**src/rtl/vend_multi.sv**
```systemverilog
// Parametrised vending controller: accumulates coin credit up to a ceiling,
// strobes a product until acknowledged, then pays change one unit per cycle.
module vend_multi #(
    parameter int VW         = 4,
    parameter int CW         = 8,
    parameter int PRICE      = 15,
    parameter int MAX_CREDIT = 60
) (
    input  logic          clk,
    input  logic          rst,
    input  logic          coin_vld,
    input  logic [VW-1:0] coin_val,
    input  logic          buy,
    input  logic          cancel,
    input  logic          prod_ack,
    output logic          prod,
    output logic          chg,
    output logic          coin_rej,
    output logic [CW-1:0] credit,
    output logic          busy
);
    typedef enum logic [1:0] {IDLE, VEND, CHANGE} state_t;

    localparam logic [CW-1:0] PRICE_C = CW'(PRICE);
    localparam logic [CW:0]   MAX_C   = (CW+1)'(MAX_CREDIT);

    state_t        state, state_nxt;
    logic [CW-1:0] credit_nxt;
    logic          rej_nxt;
    logic          offered;
    logic [CW:0]   coin_ext, sum;

    // One extra bit on the sum so an overflowing coin can never wrap under the ceiling.
    assign offered  = coin_vld && (coin_val != '0);
    assign coin_ext = (CW+1)'(coin_val);
    assign sum      = {1'b0, credit} + coin_ext;

    always_ff @(posedge clk) begin
        if (rst) begin
            state    <= IDLE;
            credit   <= '0;
            coin_rej <= 1'b0;
        end else begin
            state    <= state_nxt;
            credit   <= credit_nxt;
            coin_rej <= rej_nxt;
        end
    end

    always_comb begin
        state_nxt  = state;
        credit_nxt = credit;
        rej_nxt    = 1'b0;
        case (state)
            IDLE: begin
                if (cancel) begin
                    rej_nxt = offered;
                    if (credit != '0) state_nxt = CHANGE;
                end else if (buy && credit >= PRICE_C) begin
                    state_nxt  = VEND;
                    credit_nxt = credit - PRICE_C;
                    rej_nxt    = offered;
                end else if (offered) begin
                    if (sum <= MAX_C) credit_nxt = sum[CW-1:0];
                    else              rej_nxt    = 1'b1;
                end
            end
            VEND: begin
                rej_nxt = offered;
                if (prod_ack) state_nxt = (credit != '0) ? CHANGE : IDLE;
            end
            CHANGE: begin
                rej_nxt = offered;
                // Last unit (or a defensive zero) drops straight back to IDLE.
                if (credit <= CW'(1)) begin
                    credit_nxt = '0;
                    state_nxt  = IDLE;
                end else begin
                    credit_nxt = credit - CW'(1);
                end
            end
            default: state_nxt = IDLE;
        endcase
    end

    assign prod = (state == VEND);
    assign chg  = (state == CHANGE);
    assign busy = (state != IDLE);
endmodule
```
**config.mk**
```make
export PLATFORM = sky130hd
export DESIGN_NAME = vend_multi
export DESIGN_NICKNAME = d
export VERILOG_FILES = /design/src/rtl/vend_multi.sv
export SDC_FILE = /design/constraint.sdc
export NUM_CORES = 1
export LEC_CHECK = 0
export BUFFER_PORTS_ARGS = -buffer_cell sky130_fd_sc_hd__buf_4
export CAP_MARGIN = 0
export CORE_ASPECT_RATIO = 0.9
export CORE_MARGIN = 4
export CORE_UTILIZATION = 57
export CTS_BUF_LIST = sky130_fd_sc_hd__clkbuf_8 sky130_fd_sc_hd__clkbuf_16
export DETAILED_ROUTE_END_ITERATION = 6
export GPL_TIMING_DRIVEN = 0
export MAX_ROUTING_LAYER = met4
export PLACE_DENSITY_LB_ADDON = 0.12
export SYNTH_ARGS = -nofsm -noshare
export SYNTH_HDL_FRONTEND = slang
export SYNTH_SLANG_ARGS = --single-unit
```
**constraint.sdc**
```tcl
create_clock -name clk -period 3.6 [get_ports clk]
set_input_delay 0.54 -clock clk [delete_from_list [all_inputs] [get_ports clk]]
set_output_delay 0.54 -clock clk [all_outputs]
set_load 0.005 [all_outputs]
```
After elaboration in Yosys (flattened, before gate mapping):

Index checks and enable logic that the tools add are counted.

* bits in registers: 11
* output and inout port bits: 12
* word-level logic and storage cells: 46

* add/sub/neg operators: 3
* $lt $le $gt $ge: 3
* eq/ne operators: 9
* muxes and demuxes: 18
* reduce and logical (&&, ||, !) cells: 10

Operators with widths (count)
* 2-to-1 mux 8 bit: 5
* case mux 8 bit (2 select lines): 1
* 2-to-1 mux 2 bit: 6
* inequality test 3 bit (second input constant): 4
* adder 8 x 4 -> 9 bit: 1
* less-or-equal comparator 9 x 6 -> 1 bit (second input constant): 1
* >= comparator 8 x 4 -> 1 bit (second input constant): 1
* less-or-equal comparator 8 x 1 -> 1 bit (second input constant): 1
* AND reduction 4 bit: 2
* nonzero test 8 bit: 1
* subtractor 8 x 1 -> 8 bit (second input constant): 1
* subtractor 8 x 4 -> 8 bit (second input constant): 1
* case mux 2 bit (3 select lines): 1
* 2-to-1 mux 1 bit: 4
* inequality test 2 bit (second input constant): 2
* nonzero test 2 bit: 2
* nonzero test 4 bit: 1
* == test 2 x 1 -> 1 bit (second input constant): 1
* == test 2 bit (second input constant): 1
* logical AND 1 bit: 2
* zero test 2 bit: 1
* inequality test 2 x 1 -> 1 bit (second input constant): 1
* case mux 1 bit (2 select lines): 1
* OR reduction 2 bit: 1

Depth between registers and ports, before layout:

Gate-level depths: netlist of the first run.

* depth after elaboration: 7
* depth in mapped cells: 9
* depth with buffers taken out: 8

Least setup slack after synthesis of the first run:

No wires, ideal clock.

* kind: input port to flip-flop
* start point: input coin_val[0]
* end point: register credit[0]
* arrival time: 2729 ps
* data required time: 3479 ps
* setup slack: 749 ps
* stages: 9
* buffers on the path: 1
* cells stage by stage: ha_1 fa_1 a211oi_1 nor2_1 or4_1 a31o_2 a31o_1 buf_6 mux2_4

* longest elaborated chain between the ends: 6
* elaborated cells on any way between the ends: 12
* classes of those cells: add/sub (1); order compare (1); eq/ne (2); mux (5); reduce/logical (3)

RTL lines
* from (decl): line 12 `input logic [VW-1:0] coin_val,`
* parallel branches: the longest is 6 deep, another holds adder 8 x 4 -> 9 bit
* to (signal assigned): line 45 `credit <= credit_nxt;`
* to (decl): line 19 `output logic [CW-1:0] credit,`

Several ways; the timed one is not identified. The select of a mux whose other input is x is not followed.
A chain may end at the register's enable or synchronous reset.

Final worst setup path of the first run:

* start point: register credit[0]
* end point: register credit[0]

* longest elaborated chain between the ends: 6
* elaborated cells on any way between the ends: 16
* classes of those cells: add/sub (3); order compare (3); eq/ne (2); mux (6); reduce/logical (2)

RTL lines
* parallel branches: the longest is 6 deep, another holds adder 8 x 4 -> 9 bit

Several ways; the timed one is not identified. The select of a mux whose other input is x is not followed.

==> metrics.csv, run 1 <==
stage;metric;value;unit
drt;postRouteAntennaNets;0;
final_layout;synthToLayoutAreaGrowth;17.2;%
pwr;pwr-share-comb;71.7;%
synth;ys_seq_area_share;16.1;%
sta;slew_viol_final;0;
clocking;post_cts_resized;0;
floorplanning;pin_count;22;
sta;finalCritPeriodShare;87.8;%
grt;grt_first_pass_wirelength;6.56;mm
clocking;cts_root_buffer;clkbuf_8;
sta;tightest_slew;892;ps
critical_path;cp.arrival;3290;ps
synth;syn_area;0.00137;sq mm
pwr;p_leak;0.688;nW
placed_design;place_hpwl;3.03;mm
grt;top_usage_layer;met2;
pwr;seqPwrFrac;17.4;%
final_layout;drive_gt1_share;16.8;%
grt;gr-usage-met3;6.60;%
pwr;p_clk_share;11.0;%
critical_path;cpPeakStageDelay;730;ps
final_layout;nets;226;
sta;tns;0;ps
drt;drtIter0Drc;151;
synth;synth_commonest_cells;nor2_1, ha_1, dfxtp_1, inv_1, nand2_1;
grt;grt_util_met1;32.9;%
clocking;numClockSinks;11;
drt;firstDrtPassIters;4;
synth;synth_edf_count;0;
floorplanning;die_x;59.7;um
clocking;hold_buffers;0;
grt;grt_max_degree;11;
synth;yosys.area.top_type;dfxtp_1;
sta;max_slew_margin;40.0;%
grt;antenna_found_initial;0;
critical_path;crit_type;reg2reg;
floorplanning;die-height;54.5;um
pwr;p_total;1.17;mW
sta;rsz0062_at_grt;no;
clocking;clk_latency;240;ps
synth;syn_avg_cell_area;7.75;sq um
synth;synth_nets;200;
sta;setup_viol;0;
drt;vias;1506;
synth;yosysMostFrequentCell;nor2_1;
clocking;clk_pin_slew;60;ps
floorplanning;num_rows;16;
grt;grt_use_met2;42.1;%
clocking;cts.htree.levels;1;
pwr;power_density;727;mW/mm^2
sta;hold_ws;554;ps
sta;hold_violations;0;
synth;ys.warnings.count;0;
grt;overflow;0;
flow_run;cap_violations;0;
pwr;switchingPower;585;uW
drt;via_per_inst;6.58;
critical_path;worstSetupEndpointType;register;
pwr;swShare;50.0;%
grt;grt.total_usage;27.3;%
floorplanning;start_util;61.2;%
pwr;intPower;584;uW
critical_path;path_cells;ha_1 -> fa_1 -> a21o_1 -> a21oi_1 -> xor2_1 -> o31ai_1 -> a31o_1 -> buf_6 -> mux2_4;
synth;yosys_most_used_dff;dfxtp_1;
sta;finClkSkew;1.64;ps
placed_design;portBuffers;21;
placed_design;dp.cells;225;
critical_path;required;3730;ps
sta;max_clock_freq;0.316;GHz
synth;postSynthCellCount;177;
placed_design;place_congestion;0.917;
synth;async_flop_share;0;%
critical_path;cp-start-kind;register;
clocking;cts_buffers;3;
drt;wire_per_inst;17.3;um
pwr;peakVddDrop;0.543;mV
drt;wl;3.96;mm
final_layout;instances_no_fill;229;
critical_path;slowest_stage;o31ai_1;
floorplanning;fp.dieArea;0.00326;sq mm
clocking;clock_path_buffers;2;
hold_path;hp-class;reg2reg;
drt;route.detailed.drc;0;
sta;fin_crit;3160;ps
critical_path;cpLargestDelayFamily;compound AO/OA/AOI/OAI gates;
run_status;status;finished, final reports clean;
synth;synth.area.top_cells;dfxtp_1, ha_1, nor2_1;
synth;yosysTopAreaCellShare;16.1;%
grt;grt_pass1_vias;1405;
floorplanning;coreArea;0.00224;sq mm
critical_path;cp_num_buf_inv;1;
clocking;postCtsSetupRepairBufs;0;
final_layout;n_antenna_cell;0;
synth;yosys.cell_types.count;54;
synth;ys_ff_latch;11;
critical_path;cp_max_fo;9;
clocking;cts_tree;yes;
## metal layers
layer | vias up | share of wire, %
met5 | - | 0
met4 | 0 | 3.2
met3 | 14 | 9.1
met2 | 76 | 46
met1 | 685 | 41
li1 | 731 | -
## stage by stage
step | util [%] | area (sq um) | setup WS, ps
2_1_floorplan | - | 1370 | 749
3_3_place_gp | 69.7 | 1560 | 279
3_5_place_dp | 69.7 | 1560 | 270
4_1_cts | 71.7 | 1610 | 469
5_1_grt | 71.7 | 1610 | 275
6_report | 71.7 | 1610 | 440
## worst reg2reg max path, stage by stage, from the launching register on
cell and delay (ps):
dfxtp_1 400, ha_1 250, fa_1 450, a21o_1 190
a21oi_1 210, xor2_1 100, o31ai_1 730, a31o_1 270
buf_6 150, mux2_4 300
## area by class of cell
cell class              count  area, sq um
plain buffers              10         46.3
well taps                  27         33.8
fillers                   175          634
clock inverters             1         3.75
flip-flops and latches     11          220
repair buffers             21          158
clock buffers               3         41.3
inverters                  11         41.3
multi-input cells         145         1060
## sequential cells by signal, indices dropped and copies added, names as in the netlist
register and count:
credit 8, coin_rej 1, state 2
## layout by cell type (no fill, tap or decap), types with 2 or more instances in the layout
cell       count
nand3_1        3
xor2_1         2
xnor2_1        2
o21ai_0        9
nand2_1       10
and2_1         2
o41ai_1        2
clkbuf_1       8
mux2_4         2
a2111oi_0      2
a22oi_1        3
o31ai_1        3
dfxtp_1       11
a21oi_1        8
o22ai_1        2
o21ai_1        2
and3_1         4
mux2i_1        5
a21o_1         3
nor2b_1        5
or4_1          4
buf_4         21
a211oi_1       4
clkbuf_8       3
nor3_1         2
nand4_1        3
inv_1         12
o211ai_1       3
nor4_1         4
nor2_1        19
a31oi_1        3
ha_1          12
## kinds of logic (layout without fill, tap and decap cells)
group	count (synthesis)	in the layout	share of synthesized area [%]
adder cells (fa/ha/maj)	13	13	12.4
XOR/XNOR	4	4	2.56
AO/OA/AOI/OAI	62	62	34.8
buffers and inverters	21	46	6.39
flip-flops	11	11	16.1
AND/OR/NAND/NOR	59	59	22.0
multiplexers	7	7	5.84
## power groups by stage
stage                     Combinational [mW]  Sequential, mW  Clock, mW
after floorplan                        0.595           0.196          0
after global placement                 0.788           0.202          0
after detailed placement               0.815           0.205          0
after CTS                              0.823           0.203      0.129
after global routing                   0.923           0.209      0.135
final                                  0.837           0.203      0.128
## worst paths after layout
kind / to / from / slack [ps] / depth (start not counted)
max: credit[0] / credit[0] / 440 / 9
min reg2reg: state[1] / state[1] / 550 / 2
max reg2reg: credit[0] / credit[0] / 440 / 9
min: state[1] / state[1] / 550 / 2
(Power assumes the default switching activity.)
==> run 2: changes to the inputs <==
--- a/config.mk
+++ b/config.mk
@@ -15,6 +15,7 @@
 export GPL_TIMING_DRIVEN = 0
 export MAX_ROUTING_LAYER = met4
 export PLACE_DENSITY_LB_ADDON = 0.12
+export REMOVE_ABC_BUFFERS = 1
 export SYNTH_ARGS = -nofsm -noshare
 export SYNTH_HDL_FRONTEND = slang
 export SYNTH_SLANG_ARGS = --single-unit
==> metrics.csv, run 2 (synthesized netlist as in run 1, its figures left out) <==
stage;metric;value;unit;change
drt;wire_per_inst;17.0;um;was 17.3 um
grt;grt_first_pass_wirelength;6.29;mm;was 6.56 mm
final_layout;largest_reg_flops;8;;unchanged
hold_path;whs_endpoint;state[1];;unchanged
placed_design;post_dp_cell_area;0.00152;sq mm;was 0.00156 sq mm
pwr;peakVddDrop;0.566;mV;was 0.543 mV
floorplanning;coreArea;0.00224;sq mm;unchanged
sta;hold_violations;0;;unchanged
hold_path;min_from;state[1];;unchanged
final_layout;instances_no_fill;219;;was 229
floorplanning;fp.dieArea;0.00326;sq mm;unchanged
drt;drtIter0Drc;82;;was 151
sta;tns;0;ps;unchanged
clocking;cts.htree.levels;1;;unchanged
final_layout;drive_gt1_share;16.7;%;was 16.8%
drt;firstDrtPassIters;4;;unchanged
final_layout;layout_common_cells;buf_4, nor2_1, inv_1, ha_1, dfxtp_1;;unchanged
critical_path;required;3730;ps;about the same
critical_path;ff2ff_path_depth;8;;was 9
drt;postRouteAntennaNets;0;;unchanged
critical_path;cp-start-kind;register;;unchanged
final_layout;regMostFlops;credit;;unchanged
hold_path;hp-class;reg2reg;;unchanged
clocking;cts_buffers;3;;unchanged
grt;top_usage_layer;met2;;unchanged
placed_design;portBuffers;21;;unchanged
grt;antenna_found_initial;0;;unchanged
grt;overflow;0;;unchanged
clocking;post_cts_resized;0;;unchanged
clocking;cts_root_buffer;clkbuf_8;;unchanged
clocking;clk_pin_slew;50;ps;was 60 ps
final_layout;n_antenna_cell;0;;unchanged
final_layout;nets;216;;was 226
sta;tightest_slew;909;ps;was 892 ps
floorplanning;num_rows;16;;unchanged
final_layout;fin_util;69.6;%;was 71.7%
final_layout;synthToLayoutAreaGrowth;13.9;%;was 17.2%
placed_design;dp.cells;215;;was 225
sta;max_clock_freq;0.298;GHz;was 0.316 GHz
critical_path;r2r-start;credit[0];;unchanged
critical_path;worstSetupEndpointType;register;;unchanged
critical_path;cp.arrival;3480;ps;was 3290 ps
sta;setup_viol;0;;unchanged
critical_path;crit_type;reg2reg;;unchanged
grt;grt_use_met2;40.8;%;was 42.1%
grt;grt_util_met1;34.2;%;was 32.9%
sta;rsz0062_at_grt;no;;unchanged
flow_run;cap_violations;0;;unchanged
drt;route.detailed.drc;0;;unchanged
floorplanning;start_util;61.2;%;unchanged
placed_design;pre_cts_slack;105;ps;was 270 ps
drt;via_per_inst;6.84;;was 6.58
placed_design;place_hpwl;2.75;mm;was 3.03 mm
clocking;postCtsSetupRepairBufs;0;;unchanged
critical_path;rrSetupSlack;250;ps;was 440 ps
grt;grt.total_usage;26.1;%;was 27.3%
drt;vias;1497;;was 1506
critical_path;reg2reg_to;credit[0];;unchanged
floorplanning;die_x;59.7;um;unchanged
floorplanning;die-height;54.5;um;unchanged
clocking;clk_latency;250;ps;was 240 ps
hold_path;holdPathStages;2;;unchanged
clocking;numClockSinks;11;;unchanged
placed_design;place_congestion;0.938;;was 0.917
sta;fin_crit;3350;ps;was 3160 ps
floorplanning;pin_count;22;;unchanged
grt;grt_pass1_vias;1384;;was 1405
clocking;clock_path_buffers;2;;unchanged
clocking;hold_buffers;0;;unchanged
final_layout;reg_top3;credit: 8 flops, state: 2 flops, coin_rej: 1 flops;;unchanged
clocking;cts_tree;yes;;unchanged
final_layout;layout_commonest_cell;buf_4;;unchanged
pwr;power_density;719;mW/mm^2;was 727 mW/mm^2
critical_path;cp_max_fo;9;;unchanged
sta;slew_viol_final;0;;unchanged
sta;finalCritPeriodShare;93.1;%;was 87.8%
pwr;p_leak;0.667;nW;was 0.688 nW
final_layout;postLayoutCellArea;0.00156;sq mm;was 0.00161 sq mm
sta;finClkSkew;5.43;ps;was 1.64 ps
sta;max_slew_margin;38.9;%;was 40.0%
drt;wl;3.72;mm;was 3.96 mm
run_status;status;finished, final reports clean;;unchanged
grt;gr-usage-met3;6.13;%;was 6.60%
grt;grt_max_degree;17;;was 11
sta;fin_ws;250;ps;was 440 ps
-- run 2: critical path: stages, from the launching register on --
cell	delay, ps
dfxtp_1	390
ha_1	250
fa_1	440
a21o_1	190
a21oi_1	270
xor2_1	110
o31ai_1	750
a31o_1	490
mux2_4	330
-- run 2: where the power goes --
part           switching (mW)  internal, mW
clock network          0.0516        0.0753
logic                   0.423         0.333
registers              0.0825         0.157
-- run 2: per-layer routing --
layer	wire length, um	vias up
li1	-	706
met1	1610	702
met3	335	10
met4	46	0
met5	0	-
met2	1720	79
-- run 2: area by class of cell --
type / instances / area, sq um
repair buffers: 21 / 158
multi-input cells: 145 / 1060
fillers: 201 / 681
inverters: 11 / 41.3
clock inverters: 1 / 3.75
clock buffers: 3 / 41.3
well taps: 27 / 33.8
flip-flops and latches: 11 / 220
-- run 2: worst max path at each step --
stage           startpoint        end  cells after the start
2_1_floorplan  coin_val[0]  credit[0]                      8
3_3_place_gp   coin_val[0]  credit[0]                      9
3_5_place_dp   coin_val[0]  credit[0]                      9
4_1_cts          credit[0]  credit[0]                      8
5_1_grt          credit[0]  credit[0]                      8
6_report         credit[0]  credit[0]                      8
-- run 2: through the flow --
| step | hold slack [ps] | power (mW) |
|---|---|---|
| floorplan | 504 | 0.767 |
| global placement | 523 | 0.961 |
| detailed placement | 535 | 0.982 |
| CTS | 542 | 1.11 |
| global route | 575 | 1.22 |
| finish | 544 | 1.12 |
==> run 3: changes to the inputs <==
--- a/config.mk
+++ b/config.mk
@@ -9,8 +9,8 @@
 export CAP_MARGIN = 0
 export CORE_ASPECT_RATIO = 0.9
 export CORE_MARGIN = 4
-export CORE_UTILIZATION = 57
-export CTS_BUF_LIST = sky130_fd_sc_hd__clkbuf_8 sky130_fd_sc_hd__clkbuf_16
+export CORE_UTILIZATION = 50
+export CTS_BUF_LIST = sky130_fd_sc_hd__clkbuf_4 sky130_fd_sc_hd__clkbuf_8 sky130_fd_sc_hd__clkbuf_16
 export DETAILED_ROUTE_END_ITERATION = 6
 export GPL_TIMING_DRIVEN = 0
 export MAX_ROUTING_LAYER = met4
==> metrics.csv, run 3 (synthesized netlist as in run 1, its figures left out) <==
stage;metric;value;unit;change
sta;rsz0062_at_grt;no;;unchanged
drt;route.detailed.drc;0;;unchanged
clocking;cts_buffers;3;;unchanged
placed_design;post_dp_cell_area;0.00152;sq mm;about the same
clocking;cts_root_buffer;clkbuf_4;;was clkbuf_8
critical_path;slowest_stage;o31ai_1;;unchanged
final_layout;nets;216;;unchanged
drt;postRouteAntennaNets;0;;unchanged
critical_path;cp-start-kind;register;;unchanged
clocking;cts.htree.levels;1;;unchanged
final_layout;synthToLayoutAreaGrowth;12.9;%;was 13.9%
final_layout;postLayoutCellArea;0.00155;sq mm;was 0.00156 sq mm
sta;tightest_slew;879;ps;was 909 ps
final_layout;seq_area;220;sq um;unchanged
sta;tns;0;ps;unchanged
final_layout;reg_top3;credit: 8 flops, state: 2 flops, coin_rej: 1 flops;;unchanged
clocking;clock_path_buffers;2;;unchanged
final_layout;n_antenna_cell;0;;unchanged
final_layout;instances_no_fill;220;;was 219
floorplanning;num_rows;17;;was 16
critical_path;path_cells;ha_1 -> fa_1 -> a21o_1 -> a21oi_1 -> xor2_1 -> o31ai_1 -> a31o_1 -> mux2_4;;unchanged
final_layout;layout_common_cells;buf_4, nor2_1, ha_1;;was buf_4, nor2_1, inv_1, ha_1, dfxtp_1
sta;max_clock_freq;0.305;GHz;was 0.298 GHz
clocking;post_cts_resized;0;;unchanged
critical_path;cpLargestDelayFamily;compound AO/OA/AOI/OAI gates;;unchanged
placed_design;dp.cells;216;;was 215
drt;wl;3.77;mm;was 3.72 mm
clocking;numClockSinks;11;;unchanged
critical_path;required;3760;ps;was 3730 ps
final_layout;layout_commonest_cell;buf_4;;unchanged
floorplanning;start_util;54.2;%;was 61.2%
flow_run;cap_violations;0;;unchanged
final_layout;regMostFlops;credit;;unchanged
grt;grt_first_pass_wirelength;6.28;mm;was 6.29 mm
sta;finalCritPeriodShare;91.0;%;was 93.1%
clocking;hold_buffers;0;;unchanged
floorplanning;fp.dieArea;0.00365;sq mm;was 0.00326 sq mm
sta;hold_violations;0;;unchanged
pwr;p_leak;0.658;nW;was 0.667 nW
floorplanning;pin_count;22;;unchanged
placed_design;portBuffers;21;;unchanged
drt;vias;1479;;was 1497
placed_design;place_congestion;0.932;;was 0.938
floorplanning;die_x;63.2;um;was 59.7 um
final_layout;multiInputGateArea;0.00106;sq mm;unchanged
sta;slew_viol_final;0;;unchanged
critical_path;worstSetupEndpointType;register;;unchanged
run_status;status;finished, final reports clean;;unchanged
final_layout;fill_cells;240;;was 201
pwr;power_density;708;mW/mm^2;was 719 mW/mm^2
final_layout;largest_reg_flops;8;;unchanged
drt;wire_per_inst;17.1;um;was 17.0 um
sta;finClkSkew;4.99;ps;was 5.43 ps
critical_path;cp_max_fo;9;;unchanged
drt;firstDrtPassIters;5;;was 4
clocking;postCtsSetupRepairBufs;0;;unchanged
clocking;cts_tree;yes;;unchanged
hold_path;hp-class;reg2reg;;unchanged
sta;max_slew_margin;40.9;%;was 38.9%
drt;drtIter0Drc;98;;was 82
sta;fin_crit;3280;ps;was 3350 ps
grt;antenna_found_initial;0;;unchanged
critical_path;cp.arrival;3440;ps;was 3480 ps
grt;grt_max_degree;17;;unchanged
floorplanning;coreArea;0.00253;sq mm;was 0.00224 sq mm
clocking;clk_pin_slew;70;ps;was 50 ps
sta;setup_viol;0;;unchanged
grt;overflow;0;;unchanged
clocking;clk_latency;270;ps;was 250 ps
critical_path;cp_num_buf_inv;0;;unchanged
final_layout;drive_gt1_share;17.2;%;was 16.7%
final_layout;fin_util;61.1;%;was 69.6%
critical_path;cpPeakStageDelay;730;ps;was 750 ps
critical_path;crit_type;reg2reg;;unchanged
drt;via_per_inst;6.72;;was 6.84
placed_design;place_hpwl;2.87;mm;was 2.75 mm
grt;grt.total_usage;22.0;%;was 26.1%
pwr;peakVddDrop;0.452;mV;was 0.566 mV
floorplanning;die-height;57.7;um;was 54.5 um
grt;grt_pass1_vias;1319;;was 1384
## run 3: cell count changes in the layout (fill, tap and decap cells not counted), sizes merged
cell and delta:
clkbuf +1, inv -1
## run 3: layout make-up
type	instances	share of cell area, %
timing repair buffer	21	10.2
clock buffer	4	1.94
tap	28	2.26
multi-input combinational	145	68.7
sequential	11	14.2
inverter	11	2.67
## run 3: where the power goes
group | total, mW | switching, mW | internal, mW
clock | 0.0939 | 0.0434 | 0.0505
sequential | 0.240 | 0.0838 | 0.156
combinational | 0.762 | 0.429 | 0.332
total | 1.10 | 0.557 | 0.539
## run 3: worst reg2reg max path: cells and delay by family, from the launching register on
kind / cells / cell delay (ps)
muxes: 1 / 330
AOI/OAI and AO/OA: 4 / 1650
DFF: 1 / 410
xor gates and xnor gates: 1 / 100
adders and majority gates: 2 / 680
## run 3: path summary, 6_finish.rpt
kind              from         to  slack, ps  cells past startpoint
max          credit[0]  credit[0]        320                      8
min           state[1]   state[1]        550                      2
max reg2reg  credit[0]  credit[0]        320                      8
min reg2reg   state[1]   state[1]        550                      2
## run 3: stage by stage
step	setup slack (ps)	hold slack [ps]	power [mW]
floorplan	684	504	0.767
global placement	155	524	0.967
detailed placement	189	541	0.989
CTS	388	552	1.09
global route	206	578	1.19
finish	323	547	1.10
## run 3: routing by layer
metal  vias up  part of all wire (%)  wire, um  GRT usage (%)
met4         0                   2.5        95           6.77
met5         -                     0         0              -
met2        67                    46      1730           33.1
li1        709                     -         -              -
met3        15                   8.2       309           5.62
met1       688                    43      1640           29.0
